File: src/rtl/dram_bank_tracker.sv
// Per-bank open/closed flags and open-row registers.
// Ports:
//   CK, RST   clock, synchronous active-high reset (closes every bank)
//   act_en    open bank ba at row act_row
//   pre_en    close bank ba, or all banks when pre_all is set
//   ba        bank used for both update and lookup
//   bank_open / open_row   lookup result for ba
module dram_bank_tracker #(
    parameter int ROW_W  = 8,
    parameter int BANK_W = 2
) (
    input  logic              CK,
    input  logic              RST,
    input  logic              act_en,
    input  logic              pre_en,
    input  logic              pre_all,
    input  logic [BANK_W-1:0] ba,
    input  logic [ROW_W-1:0]  act_row,
    output logic              bank_open,
    output logic [ROW_W-1:0]  open_row
);
    localparam int NB = 1 << BANK_W;

    logic [NB-1:0]    open_q;
    logic [ROW_W-1:0] row_q [NB];

    always_ff @(posedge CK) begin
        if (RST) begin
            open_q <= '0;
        end else if (act_en) begin
            open_q[ba] <= 1'b1;
        end else if (pre_en) begin
            if (pre_all) begin
                open_q <= '0;
            end else begin
                open_q[ba] <= 1'b0;
            end
        end
    end

    // Row registers are only meaningful while the open flag is set, so they
    // carry no reset.
    always_ff @(posedge CK) begin
        if (act_en) begin
            row_q[ba] <= act_row;
        end
    end

    assign bank_open = open_q[ba];
    assign open_row  = row_q[ba];

endmodule

File: config.mk
export PLATFORM = sky130hd
export DESIGN_NAME = dram_bank_tracker
export DESIGN_NICKNAME = d
export VERILOG_FILES = /design/src/rtl/dram_bank_tracker.sv
export SDC_FILE = /design/constraint.sdc
export NUM_CORES = 1
export LEC_CHECK = 0
export BUFFER_PORTS_ARGS = -buffer_cell sky130_fd_sc_hd__clkbuf_2
export CAP_MARGIN = 15
export CORE_AREA = 2 2 63 65
export CTS_BUF_LIST = sky130_fd_sc_hd__clkbuf_2
export CTS_CLUSTER_DIAMETER = 60
export CTS_CLUSTER_SIZE = 8
export DETAILED_ROUTE_END_ITERATION = 10
export DIE_AREA = 0 0 65 67
export SLEW_MARGIN = 20
export SYNTH_ARGS = -nofsm -noshare
export SYNTH_HDL_FRONTEND = slang
export SYNTH_SLANG_ARGS = --single-unit
File: constraint.sdc
create_clock -name CK -period 1.8 [get_ports CK]
set_input_delay 0.27 -clock CK [delete_from_list [all_inputs] [get_ports CK]]
set_output_delay 0.27 -clock CK [all_outputs]
set_load 0.02 [all_outputs]
# After elaboration in Yosys (flattened, before gate mapping)
# Memories as Yosys holds them, arrays and structs flattened.
# Index checks and enable logic that the tools add are counted.
# word_totals
romBits,0
output_inout_bits,9
ram_bits,32
reg_bits,4
latch_bits,0
mem_count,1
input_bits,15
wordCells,18
# op_classes
div,0
reduce_logical,2
n_eq_ne,0
multipliers,0
n_bitwise,3
magnitude_cmp,2
n_mux,9
addsub,0
shift,0
# mem_list
name,words,word_bits,read_ports,rd_clocked_by_memory_dff,wr,line_no,source
row_q,4,8,1,0,1,25,logic [ROW_W-1:0] row_q [NB];
# op_table
cell,count
$mux 4,3
$and 4x4->4,1
$mux 1,4
$not 4->4,1
$or 4x4->4,1
$lt 2x3->1 const B,1
$bmux 1 s2,1
$demux 1 s2,1
$ge 2x1->1 const B,1
$reduce_bool 2->1,1
$logic_and 1x1->1,1

# Depth between registers and ports, before layout
# logic_depth
ltp_word,9
mapped_depth,5
depth_no_buf,3

# Least setup slack after synthesis
# Ideal clock, no wire load.
# synth_timing
kind,input -> output
start,input port ba[0]
end,output port open_row[1]
t_arrival_ps,1059
slack_ps,471
path_stages,3
required_time_ps,1530
n_path_buf,2
cell_sequence,buf_6 > buf_12 > mux4_2
# synth_via
elab_chain_cells,1
# synth_rtl
item,line_no,source
start: declaration,17,"input logic [BANK_W-1:0] ba,"
$mem_v2 4x8,n/a,
end: declaration,20,output logic [ROW_W-1:0] open_row
# No other way between the ends.

# Worst setup path after layout
# layout_timing
start,input port ba[0]
end,output port bank_open
# layout_via
elab_chain_cells,2
# layout_rtl
item,line_no,source
$bmux 1 s2,49,assign bank_open = open_q[ba];
$mux 1 (not written as such),49,
end: declaration,19,"output logic bank_open,"
# No other way between the ends. The select of a mux whose other input is x is not followed.

==> impl_metrics.yaml <==
timing:
  period_minus_slack_ns: 1.69
  hold_slack_ns: 0.111
  rsz0062_at_grt: "false"
  final_hold_viol_count: 0
  fin_skew_ns: 0
  setup_viol: 0
  period_share: 0.939
  slew_viol_final: 0
  slew_headroom: 0.708
  fmax_mhz: 592
  tns_ns: 0
  worst_slew_pin_slew_ns: 0.437
worst_setup_path:
  end_kind: "output pin"
  worstPathMaxFanout: 15
  cp-start-kind: "input pin"
  slowest_delay_ns: 0.62
  arrival_ns: 1.42
  critPathKind: "in -> out"
  reg2reg_slack_ns: 0.95
  crit_end: "bank_open"
  r2r_start: "open_q[3]"
  path_cells: "clkbuf_2 > mux4_1 > clkbuf_2"
  r2r_end: "open_q[3]"
  required_ns: 1.53
  crit_path_start: "ba[0]"
  crit_path_top_delay_cell: "mux4_1"
  r2r_cells: 2
  crit_top_cell: "clkbuf_2"
cts:
  clock_latency_ns: 0.35
  cts_setup_buffers: 0
  cts_tree: "done"
  cts_buffer_depth: 2
  cts_resized: 0
  cts_num_sinks: 36
  cts_buffers: 5
  cts-root-buf: "clkbuf_2"
  hold_buffers: 0
  cts-htree-levels: 2
  path_clk_slew_ns: 0.16
routing:
  ant_nets: 0
  first_pass_iters: 4
  via_count: 749
  route.detailed.drc: 0
  wl_mm: 2.26
  wl_per_cell_um: 14.8
  drtIter0Drc: 36
  viasPerCell: 4.93
power:
  total_power_mw: 1.46
  p_leak_nw: 0.608
  swShare: 0.235
  seqPwrFrac: 0.655
  combPwrFrac: 0.108
  clock_power_share: 0.237
  p_int_mw: 1.12
  power_density_nw_per_um2: 869
  ir_drop_mv: 0.430
  p_sw_mw: 0.344
logic_synthesis:
  netlist_area_um2: 1440
  netlist_instances: 72
  yosys_warnings: 0
  ys_types: 17
  synth_seq_cells: 36
  synth_area_per_cell_um2: 19.9
  synthesis.nets: 87
  seq_area_frac_synth: 0.725
floorplanning:
  core_area_um2: 3610
  fp.dieW_um: 65
  initial_core_util: 0.398
  io_pins: 24
  fp.dieArea_um2: 4360
  die_h_um: 67
  rows: 22
finish:
  final_util: 0.467
  fillers: 327
  num_antenna_cells: 0
  syn_to_final_growth_pct: 17.2
  fin_nets: 118
  drive_above_1_share: 0.404
placed_design:
  numPortBuffers: 23
  place_hpwl_mm: 1.53
  place_congestion: 0.672
global_routing:
  overflow: 0
  grt_start_max_net_pins: 16
  grt_pass1_vias: 801
  grt_usage: 0.123
  grt_pass1_wl_mm: 3.72
  antenna_found_initial: 0
job:
  maxCapViolations: 0
min_path:
  hp-class: "in -> reg"
outcome:
  status: "finished, final reports clean"
## worst max-delay path, delay by kind of cell
family	cells	cell delay, ns
mux	1	0.62
buf+inv	2	0.53
## area by class of cell
| cell class | count | area (µm²) | area share |
|---|---|---|---|
| clock buffers | 6 | 30.0 | 0.0178 |
| clock inverters | 2 | 11.3 | 0.00669 |
| multi-input cells | 33 | 359 | 0.213 |
| flip-flops and latches | 36 | 1040 | 0.618 |
| well taps | 48 | 60.1 | 0.0357 |
| repair buffers | 27 | 183 | 0.108 |
## registers in the layout, indices dropped and copies added (netlist names)
| name | cells |
|---|---|
| open_q | 4 |
| row_q | 32 |
## synthesized netlist by cell type
cell type  number  area share
dfxtp_1         4       0.056
nor4_1          3       0.013
edfxtp_1       32        0.67
a21o_1          1      0.0052
a21oi_1         1      0.0035
and2_1          3       0.013
buf_6           1      0.0078
buf_12          1       0.014
mux4_1          3       0.055
nor2_1          8       0.021
and3_2          1      0.0052
and2b_1         1      0.0052
buf_2           1      0.0035
nor2b_1         2      0.0087
a2111oi_2       1       0.010
o21a_1          3       0.016
mux4_2          6       0.094
## power by group through the flow
stage	registers (mW)	clock network [mW]	logic (mW)
global route	0.963	0.403	0.173
detailed placement	0.979	0	0.161
finish	0.959	0.346	0.158
floorplan	0.975	0	0.101
global placement	0.977	0	0.158
CTS	0.960	0.371	0.162
## cells by family (layout without fill, tap and decap cells)
group | after synthesis | after routing | synth area share
flops | 36 | 36 | 0.725
simple gates | 18 | 18 | 0.0662
mux | 9 | 9 | 0.149
compound gates | 6 | 6 | 0.0348
buf+inv | 3 | 35 | 0.0253
## cells in the final DEF, fill, tap and decap left out
master      count
nor2b_1         2
clkinvlp_4      1
nor4_1          3
a21o_1          1
dfxtp_1         4
o21a_1          3
and2_1          3
edfxtp_1       32
a21oi_1         1
nor2_1          8
clkbuf_2       29
mux4_1          3
mux4_2          6
buf_12          3
clkinv_1        1
buf_4           1
and3_2          1
and2b_1         1
a2111oi_2       1
## stage by stage
| stage | instances | setup slack [ns] | instance area (µm²) |
|---|---|---|---|
| after floorplan | 72 | 0.471 | 1440 |
| after global placement | 144 | 0.0916 | 1640 |
| after detailed placement | 144 | 0.0765 | 1640 |
| after CTS | 152 | 0.0743 | 1680 |
| after global routing | 152 | 0.0126 | 1680 |
| final | 152 | 0.110 | 1680 |
## worst min-delay path by stage
stage                from     endpoint  slack, ns  cells past startpoint
2_1_floorplan         RST    open_q[3]       0.34                      1
3_3_place_gp   act_row[4]  row_q[2][4]       0.49                      1
3_5_place_dp   act_row[1]  row_q[2][1]       0.49                      1
4_1_cts               RST    open_q[3]       0.08                      2
5_1_grt        act_row[5]  row_q[3][5]       0.07                      1
6_report              RST    open_q[3]       0.11                      2
## routing by layer
metal | vias up | wire length (µm) | track usage
met5 | - | 0 | 0
met4 | 0 | 15 | 0.0479
met3 | 2 | 131 | 0.0625
met2 | 19 | 1110 | 0.195
met1 | 374 | 1000 | 0.141
li1 | 354 | - | -
(Power assumes the default switching activity.)
